**src/rtl/varint_encoder.sv**
```systemverilog
// rtl/varint_encoder.sv - LSB-first LEB128 varint encoder with optional zigzag mapping.
// Emits one byte per cycle into a downstream FIFO, then holds data_valid at message end.
module varint_encoder #(
    parameter int VALUE_W = 64,
    parameter int INDEX_W = 10
) (
    input  logic               clk,
    input  logic               reset,
    input  logic               in_valid,
    output logic               in_ready,
    input  logic [VALUE_W-1:0] in_value,
    input  logic               in_zigzag,
    input  logic [INDEX_W-1:0] in_index,
    input  logic               in_last,
    input  logic               varint_fifo_full,
    output logic               varint_fifo_push,
    output logic [7:0]         varint_fifo_data,
    output logic [INDEX_W-1:0] varint_index_data,
    output logic               varint_data_valid,
    input  logic               varint_data_accepted
);

    typedef enum logic [1:0] {IDLE, EMIT, WAIT_ACC} state_t;

    state_t             state_q, state_d;
    logic [VALUE_W-1:0] sr_q, sr_d;
    logic [INDEX_W-1:0] idx_q, idx_d;
    logic               last_q, last_d;
    logic               push_q, push_d;
    logic [7:0]         data_q, data_d;
    logic [INDEX_W-1:0] index_data_q, index_data_d;
    logic               valid_q, valid_d;
    logic [VALUE_W-1:0] zz_value;
    logic               cont;

    // Zigzag: shift left and flip all bits when the value is negative.
    assign zz_value = (in_value << 1) ^ {VALUE_W{in_value[VALUE_W-1]}};
    assign cont     = |(sr_q >> 7);

    always_comb begin
        state_d      = state_q;
        sr_d         = sr_q;
        idx_d        = idx_q;
        last_d       = last_q;
        push_d       = 1'b0;
        data_d       = data_q;
        index_data_d = index_data_q;
        valid_d      = 1'b0;
        case (state_q)
            IDLE: begin
                if (in_valid) begin
                    sr_d    = in_zigzag ? zz_value : in_value;
                    idx_d   = in_index;
                    last_d  = in_last;
                    state_d = EMIT;
                end
            end
            EMIT: begin
                if (!varint_fifo_full) begin
                    push_d       = 1'b1;
                    data_d       = {cont, sr_q[6:0]};
                    index_data_d = idx_q;
                    sr_d         = sr_q >> 7;
                    idx_d        = idx_q + 1'b1;
                    if (!cont) begin
                        state_d = last_q ? WAIT_ACC : IDLE;
                    end
                end
            end
            WAIT_ACC: begin
                // valid rises the cycle after the final push; acceptance counts only once it is visible
                if (valid_q && varint_data_accepted) begin
                    state_d = IDLE;
                end else begin
                    valid_d = 1'b1;
                end
            end
            default: state_d = IDLE;
        endcase
    end

    always_ff @(posedge clk or negedge reset) begin
        if (!reset) begin
            state_q      <= IDLE;
            sr_q         <= '0;
            idx_q        <= '0;
            last_q       <= 1'b0;
            push_q       <= 1'b0;
            data_q       <= 8'h00;
            index_data_q <= '0;
            valid_q      <= 1'b0;
        end else begin
            state_q      <= state_d;
            sr_q         <= sr_d;
            idx_q        <= idx_d;
            last_q       <= last_d;
            push_q       <= push_d;
            data_q       <= data_d;
            index_data_q <= index_data_d;
            valid_q      <= valid_d;
        end
    end

    assign in_ready          = (state_q == IDLE);
    assign varint_fifo_push  = push_q;
    assign varint_fifo_data  = data_q;
    assign varint_index_data = index_data_q;
    assign varint_data_valid = valid_q;

endmodule

```
**config.mk**
```make
export PLATFORM = sky130hd
export DESIGN_NAME = varint_encoder
export DESIGN_NICKNAME = d
export VERILOG_FILES = /design/src/rtl/varint_encoder.sv
export SDC_FILE = /design/constraint.sdc
export NUM_CORES = 1
export LEC_CHECK = 0
export BUFFER_PORTS_ARGS = -buffer_cell sky130_fd_sc_hd__buf_2
export CORE_ASPECT_RATIO = 1.75
export CORE_MARGIN = 2
export CORE_UTILIZATION = 45
export CTS_BUF_LIST = sky130_fd_sc_hd__clkbuf_16
export DETAILED_ROUTE_END_ITERATION = 6
export HOLD_SLACK_MARGIN = 0.1
export PLACE_DENSITY = 0.75
export SYNTH_ARGS = -nofsm -noshare
export SYNTH_HDL_FRONTEND = slang
export SYNTH_SLANG_ARGS = --single-unit
```
**constraint.sdc**
```tcl
create_clock -name clk -period 1.9 [get_ports clk]
set_input_delay 0 -clock clk [delete_from_list [all_inputs] [get_ports clk]]
set_output_delay 0 -clock clk [all_outputs]
set_load 0.005 [all_outputs]
```
==> results.json, run 1 <==
{
  "fp.dieArea_sq_um": 13200,
  "drv_slew": 0,
  "r2r_setup_slack_ps": 210,
  "synth_nets": 694,
  "synth_top_family_by_area": "compound AO/OA/AOI/OAI gates",
  "hp-class": "primary input to flip-flop",
  "via_per_inst": 5.62,
  "numCtsBuffers": 9,
  "track_usage_pct": 22.9,
  "avgSynthCellArea_sq_um": 9.02,
  "clock_sinks": 97,
  "final_cell_mix": "buf_2 (98), dfrtp_1 (97), nand2_1 (72), nor2_1 (64), xnor2_1 (62)",
  "fp-row-count": 53,
  "crit_arrival_ps": 1960,
  "post-place-cells": 851,
  "slew_headroom_pct": 42.3,
  "ys_types": 42,
  "post-route-drc-count": 0,
  "cts_tree": "built",
  "drt-initial-drc-count": 312,
  "antenna_found_initial": 0,
  "drive_gt1_share_pct": 22.7,
  "clock_latency_ps": 340,
  "multi_input_area_sq_um": 2810,
  "grt_pass1_wl_um": 23300,
  "powerDensity_nw_per_um2": 1030,
  "hold_ws_ps": 118,
  "crit_fanout": 19,
  "ys_seq_elements": 97,
  "place_congestion": 0.872,
  "die_width_um": 87.7,
  "synth_compound_area_share_pct": 23.2,
  "ios": 102,
  "setup_tns_ps": 0,
  "status": "completed",
  "synth_edf_count": 0,
  "rsz0062_at_grt": "no",
  "ant_nets": 0,
  "p_leak_nw": 2.86,
  "synthAdderAreaFrac_pct": 0.227,
  "wl_um": 14600,
  "tightest_slew_ps": 863,
  "wire_per_inst_um": 16.5,
  "drv_cap": 0,
  "yosysWarnings": 0,
  "finalHoldViolCount": 0,
  "synth_flop_cell": "dfrtp_1",
  "synthSimpleGateAreaFrac_pct": 13.3,
  "htree_levels": 3,
  "drtPass1Iterations": 5,
  "synth_cells": 612,
  "vias": 4990,
  "grt_pass1_vias": 4845,
  "cp-end-kind": "flip-flop",
  "port_buffers": 101,
  "vdd_drop_max_mv": 0.413,
  "cts_root_buffer": "clkbuf_16",
  "finalCritPeriodShare_pct": 89.2,
  "grt_max_degree": 63,
  "instances_no_fill": 888,
  "fill_cells": 1081,
  "clk_pin_slew_ps": 70,
  "register_area_sq_um": 2430,
  "synthXorXnorAreaFrac_pct": 9.99,
  "fmax_mhz": 590,
  "core_area_sq_um": 12000,
  "r2r_start": "state_q[1]$_DFFE_PN0P_",
  "die_height_um": 151,
  "place_hpwl_um": 10500,
  "setup_viol": 0,
  "initial_core_util_pct": 46.0,
  "crit_type": "flip-flop to flip-flop",
  "antenna_cells": 0,
  "muxShareOfSynthArea_pct": 3.83,
  "synth_area_sq_um": 5520,
  "ys_seq_area_share_pct": 44.0,
  "grt.overflow.total": 0,
  "nets": 800,
  "period_needed_ps": 1690,
  "startpoint": "state_q[1]$_DFFE_PN0P_",
  "layout_commonest_cell": "buf_2",
  "clock_path_buffers": 2,
  "syn_to_final_growth_pct": 21.3,
  "worstPathRequired_ps": 2160,
  "min_from": "in_value[33]",
  "fin_skew_ps": 8.76,
  "crit_path_start_kind": "flip-flop",
  "async_flop_share_pct": 100
}
-- cells in the mapped netlist (all sizes together), types with 3 or more instances --
master / instances / share of area, %
mux2: 17 / 3.5
a221o: 11 / 2.0
nand2: 72 / 4.9
nand3: 5 / 0.45
o22ai: 3 / 0.34
nor3b: 3 / 0.50
nor2: 65 / 4.5
dfrtp: 97 / 44
nor4: 14 / 1.6
clkbuf: 19 / 1.3
xnor2: 62 / 9.8
a21oi: 60 / 5.4
a211oi: 57 / 7.9
nand4: 4 / 0.45
o21ai: 66 / 6.0
buf: 34 / 4.1
-- critical path, cell delays in order (launching register included) --
cell and delay, ps:
dfrtp_1 480, or3b_1 450, buf_4 230, a211oi_1 260, a221o_1 190
-- per-layer routing --
| metal | wire length [um] | GRT usage [%] | up-vias |
|---|---|---|---|
| li1 | - | - | 2392 |
| met1 | 5490 | 25.4 | 2397 |
| met2 | 8060 | 42.2 | 167 |
| met3 | 613 | 3.02 | 34 |
| met4 | 466 | 10.2 | 0 |
| met5 | 0 | 0 | - |
-- stage by stage --
step | util [%] | setup slack, ps | power (W) | cell area [sq um]
2_1_floorplan | - | 407 | 0.00445 | 5520
3_3_place_gp | 51.8 | 271 | 0.00515 | 6220
3_5_place_dp | 51.8 | 242 | 0.00526 | 6220
4_1_cts | 55.8 | 219 | 0.00693 | 6700
5_1_grt | 55.8 | 123 | 0.00736 | 6700
6_report | 55.8 | 206 | 0.00691 | 6700
-- logic make-up after synthesis --
kind of cell,count (synthesis)
buffers and inverters,54
flip-flops,97
multiplexers,19
AND/OR/NAND/NOR,171
AO/OA/AOI/OAI,207
XOR/XNOR,63
adder cells (fa/ha/maj),1
-- path summary, 6_finish.rpt --
kind,endpoint,depth (start not counted)
worst min-delay path,sr_q[33]$_DFFE_PN0P_,5
max in group asynchronous,sr_q[14]$_DFFE_PN0P_,3
worst min register to register,sr_q[0]$_DFFE_PN0P_,2
min in group asynchronous,varint_index_data[3]$_DFFE_PN0P_,3
worst max-delay path,sr_q[50]$_DFFE_PN0P_,4
worst max register to register,sr_q[50]$_DFFE_PN0P_,4
-- area by class of cell --
class / instances / share of cell area [%]
clock buffer: 9 / 3.36
tap: 165 / 3.08
timing repair buffer: 148 / 14.6
multi-input combinational: 461 / 42.0
sequential: 97 / 36.2
clock inverter: 7 / 0.598
inverter: 1 / 0.0561
-- registers in the layout, indices dropped and copies added (netlist names) --
name / count
sr_q: 64
varint_fifo_data: 8
last_q: 1
varint_index_data: 10
varint_fifo_push: 1
varint_data_valid: 1
idx_q: 10
state_q: 2
-- power breakdown --
part,switching (W),internal (W),leakage [nW],total (W)
sequential,0.000602,0.00272,1.22,0.00333
combinational,0.000994,0.000962,1.51,0.00196
clock,0.000760,0.000873,0.131,0.00163
-- what timing repair did --
item / 4_1_cts / 5_1_grt
hold endpoints to repair: 118 / 0
gates resized for setup: 0 / 0
setup buffers: 0 / 0
hold buffers: 21 / 0
Power figures use the tool's default switching activity.
==> inputs of run 2 (changes only) <==
- CORE_ASPECT_RATIO: 1.75 -> unset
- CTS_BUF_LIST: sky130_fd_sc_hd__clkbuf_16 -> unset
==> results.json, run 2 (synthesis gave the netlist of run 1 again) <==
{
  "status": "completed",
  "ant_nets": 0,
  "cts_tree": "built",
  "htree_levels": 3,
  "instances_no_fill": 870,
  "post-place-ws_ps": 46.8,
  "wire_per_inst_um": 15.5,
  "finalCritPeriodShare_pct": 94.0,
  "setup_viol": 0,
  "via_per_inst": 5.59,
  "placed_area_sq_um": 6180,
  "r2r_setup_slack_ps": 110,
  "vdd_drop_max_mv": 0.716,
  "grt_pass1_vias": 4570,
  "grt.overflow.total": 0,
  "drive_gt1_share_pct": 23.1,
  "fin_skew_ps": 7.69,
  "post-place-cells": 831,
  "worstPathRequired_ps": 2170,
  "die_width_um": 115,
  "rsz0062_at_grt": "no",
  "cp-end-kind": "flip-flop",
  "drtPass1Iterations": 5,
  "setup_ws_ps": 114,
  "clock_path_buffers": 2,
  "layout_commonest_cell": "buf_2",
  "vias": 4862,
  "initial_core_util_pct": 46.0,
  "port_buffers": 101,
  "clk_pin_slew_ps": 70,
  "multi_input_area_sq_um": 2830,
  "antenna_cells": 0,
  "fmax_mhz": 560,
  "clock_sinks": 97,
  "nets": 800,
  "slew_headroom_pct": 44.8,
  "wl_um": 13500,
  "grt_pass1_wl_um": 21900,
  "hp-class": "primary input to flip-flop",
  "place_hpwl_um": 9560,
  "register_area_sq_um": 2430,
  "core_area_sq_um": 12000,
  "die_height_um": 115,
  "track_usage_pct": 20.6,
  "drv_cap": 0,
  "crit_arrival_ps": 2060,
  "period_needed_ps": 1790,
  "max_flop_register": "sr_q",
  "grt_max_degree": 61,
  "tightest_slew_ps": 827,
  "crit_fanout": 19,
  "fill_cells": 1069,
  "crit_path_start_kind": "flip-flop",
  "final_cell_mix": "buf_2 (98), dfrtp_1 (97), nand2_1 (72), nor2_1 (64), xnor2_1 (62)",
  "fin_area_sq_um": 6740,
  "setup_tns_ps": 0,
  "largest_reg_flops": 64,
  "antenna_found_initial": 0,
  "p_leak_nw": 2.89,
  "crit_type": "flip-flop to flip-flop",
  "drv_slew": 0,
  "syn_to_final_growth_pct": 22.1,
  "ios": 102,
  "clock_latency_ps": 330,
  "total_power_w": 0.00718,
  "fp-row-count": 40,
  "fp.dieArea_sq_um": 13200,
  "powerDensity_nw_per_um2": 1070,
  "post-route-drc-count": 0,
  "cts_root_buffer": "clkbuf_16",
  "numCtsBuffers": 9,
  "place_congestion": 0.826,
  "finalHoldViolCount": 0,
  "drt-initial-drc-count": 565
}
[run 2: cell count changes in the layout (fill, tap and decap cells not counted), sizes merged]
cell,before,now
clkinvlp,2,0
buf,127,125
clkbuf,9,11
dlygate4sd3,21,22
nor2,65,66
bufinv,0,2
inv,3,1
[run 2: stage by stage]
stage | hold WS [ps] | util (%)
3_3_place_gp | 1.24 | 51.5
4_1_cts | 108 | 56.0
6_report | 128 | 56.1
2_1_floorplan | -296 | -
5_1_grt | 139 | 56.1
3_5_place_dp | 7.63 | 51.5
[run 2: critical path, cell delays in order (launching register included)]
cell and delay, ps:
dfrtp_1 460, buf_4 190, or3b_1 410, buf_4 220, a211oi_1 280, a221o_1 160
[run 2: path summary, 6_finish.rpt]
kind                                             startpoint                           to  cells past startpoint
worst max-delay path                 state_q[1]$_DFFE_PN0P_         sr_q[52]$_DFFE_PN0P_                      5
worst min-delay path                           in_value[38]         sr_q[38]$_DFFE_PN0P_                      5
worst max register to register       state_q[1]$_DFFE_PN0P_         sr_q[52]$_DFFE_PN0P_                      5
max in group asynchronous                             reset         sr_q[57]$_DFFE_PN0P_                      3
worst min register to register  varint_data_valid$_DFF_PN0_  varint_data_valid$_DFF_PN0_                      1
min in group asynchronous                             reset         idx_q[6]$_DFFE_PN0P_                      2
[run 2: power by group]
part	internal [W]	switching, W
clock network	0.00119	0.000749
registers	0.00272	0.000576
logic	0.000959	0.000987
total	0.00487	0.00231
[run 2: per-layer routing]
metal | vias to the layer above | track usage [%] | wire, um | share of wire [%]
li1 | 2392 | - | - | -
met2 | 160 | 35.7 | 6540 | 49
met1 | 2302 | 27.7 | 6180 | 46
met4 | 0 | 3.05 | 82 | 0.61
met5 | - | 0 | 0 | 0
met3 | 8 | 4.11 | 675 | 5.0
[run 2: cell type report]
class	count	area share, %
Multi-Input combinational cell	462	42.0
Sequential cell	97	36.0
Timing Repair Buffer	147	14.5
Clock buffer	11	3.60
Tap cell	147	2.73
Clock inverter	5	1.17
Inverter	1	0.0557
[run 2: timing repair]
action / in CTS / in global routing
endpoints found under the setup margin: 0 / 43
gates resized for setup: 0 / 2
hold buffers: 22 / 0
buffers inserted: 0 / 0
endpoints found under the hold margin: 101 / 0
==> inputs of run 3 (changes only) <==
==> constraint.sdc (replaced) <==
create_clock -name clk -period 1.9 [get_ports clk]
set_input_delay 0.38 -clock clk [delete_from_list [all_inputs] [get_ports clk]]
set_output_delay 0.38 -clock clk [all_outputs]
set_load 0.005 [all_outputs]
==> results.json, run 3 (synthesis gave the netlist of run 1 again) <==
{
  "fill_cells": 1089,
  "setup_viol": 0,
  "initial_core_util_pct": 46.0,
  "clock_latency_ps": 340,
  "vias": 4743,
  "via_per_inst": 5.59,
  "critical_path.cell_chain": "nor4_1 > nand4_1 > nor4_2 > buf_4 > a31o_2",
  "tightest_slew_ps": 391,
  "antenna_found_initial": 0,
  "finalCritPeriodShare_pct": 93.6,
  "placed_area_sq_um": 6230,
  "critical_path.top_delay_family": "simple AND/OR/NAND/NOR gates",
  "cts_root_buffer": "clkbuf_16",
  "fp-row-count": 40,
  "powerDensity_nw_per_um2": 1090,
  "fp.dieArea_sq_um": 13200,
  "startpoint": "sr_q[30]$_DFFE_PN0P_",
  "setup_tns_ps": 0,
  "die_height_um": 115,
  "ant_nets": 0,
  "crit_fanout": 3,
  "worst-r2r-cell-count": 5,
  "syn_to_final_growth_pct": 19.0,
  "crit_end": "state_q[1]$_DFFE_PN0P_",
  "drt-initial-drc-count": 330,
  "antenna_cells": 0,
  "fin_skew_ps": 7.45,
  "worstPathRequired_ps": 2180,
  "rsz0062_at_grt": "no",
  "wl_um": 13100,
  "die_width_um": 115,
  "grt_pass1_vias": 4459,
  "r2r-end": "state_q[1]$_DFFE_PN0P_",
  "crit_path_top_delay_cell": "dfrtp_1",
  "instances_no_fill": 848,
  "layout_commonest_cell": "buf_2",
  "clock_path_buffers": 2,
  "period_needed_ps": 1780,
  "clock_sinks": 97,
  "fin_area_sq_um": 6570,
  "largest_reg_flops": 64,
  "cp-end-kind": "flip-flop",
  "fmax_mhz": 562,
  "core_area_sq_um": 12000,
  "drive_gt1_share_pct": 23.7,
  "nets": 778,
  "place_congestion": 0.832,
  "path_buf_inv": 1,
  "numCtsBuffers": 9,
  "utilization_pct": 54.7,
  "track_usage_pct": 20.2,
  "grt_pass1_wl_um": 21400,
  "crit_path_start_kind": "flip-flop",
  "grt_max_degree": 67,
  "critPathMaxStageDelay_ps": 390,
  "clk_pin_slew_ps": 70,
  "slew_headroom_pct": 73.9,
  "post_cts_buffers": 0,
  "max_flop_register": "sr_q",
  "drtPass1Iterations": 5,
  "post-route-drc-count": 0,
  "port_buffers": 101,
  "cts_tree": "built",
  "r2r_setup_slack_ps": 120,
  "vdd_drop_max_mv": 0.582,
  "htree_levels": 3,
  "ios": 102,
  "r2r_start": "sr_q[30]$_DFFE_PN0P_",
  "grt.overflow.total": 0,
  "final_cell_mix": "buf_2 (98), dfrtp_1 (97), nand2_1 (72), nor2_1 (64), xnor2_1 (62)",
  "status": "completed",
  "place_hpwl_um": 9630,
  "hp-class": "primary input to flip-flop",
  "p_leak_nw": 2.80,
  "crit_type": "flip-flop to flip-flop",
  "wire_per_inst_um": 15.4,
  "post-place-cells": 831,
  "drv_slew": 0,
  "crit_arrival_ps": 2060,
  "drv_cap": 0,
  "cp_num_cells": 5,
  "finalHoldViolCount": 0
}
==> run 3: cell count changes in the layout (fill, tap and decap cells not counted), moves of 4 or more <==
cell,previous run,this run
buf_12,5,9
buf_4,22,18
clkinvlp_4,0,4
dlygate4sd3_1,22,1
==> run 3: power breakdown <==
part | switching [W] | internal, W
combinational | 0.000967 | 0.000950
sequential | 0.000581 | 0.00272
clock | 0.000779 | 0.00115
==> run 3: final cells by class <==
class                           count  area, sq um  share of cell area, %
Multi-Input combinational cell    461         2820                   42.9
Tap cell                          147          184                   2.80
Clock buffer                        9          225                   3.43
Inverter                            1         3.75                 0.0571
Timing Repair Buffer              126          816                   12.4
Sequential cell                    97         2430                   36.9
Clock inverter                      7         95.1                   1.45
==> run 3: worst min-delay path, delay by kind of cell <==
| kind | cells | cell delay, ps |
|---|---|---|
| AND/OR/NAND/NOR | 2 | 90 |
| buffers and inverters | 1 | 80 |
==> run 3: how the worst min path moves through the flow <==
stage | from | end | slack, ps | cells after the start
2_1_floorplan | reset | idx_q[0]$_DFFE_PN0P_ | 80 | 0
3_3_place_gp | reset | idx_q[7]$_DFFE_PN0P_ | 300 | 1
3_5_place_dp | reset | idx_q[7]$_DFFE_PN0P_ | 310 | 1
4_1_cts | in_last | last_q$_DFFE_PN0P_ | 230 | 3
5_1_grt | varint_data_accepted | varint_data_valid$_DFF_PN0_ | 230 | 2
6_report | in_last | last_q$_DFFE_PN0P_ | 240 | 3
==> run 3: through the flow <==
stage          setup WS, ps  hold WS, ps  power [W]
2_1_floorplan           381         84.4    0.00445
4_1_cts                80.1          234    0.00718
6_report                122          242    0.00715
3_5_place_dp           93.6          306    0.00523
5_1_grt                30.2          232    0.00761
3_3_place_gp            126          305    0.00512
==> run 3: routing by layer <==
layer / wire length (um) / vias up / track usage (%)
met5: 0 / - / 0
met4: 94 / 0 / 4.82
met3: 680 / 11 / 4.16
met2: 6400 / 147 / 34.4
met1: 5890 / 2232 / 26.8
li1: - / 2353 / -
==> run 3: timing repair <==
item                                   4_1_cts  5_1_grt
setup endpoints to repair                    0        3
endpoints found under the hold margin       21        0
resized for setup                            0        1
hold buffers                                 1        0
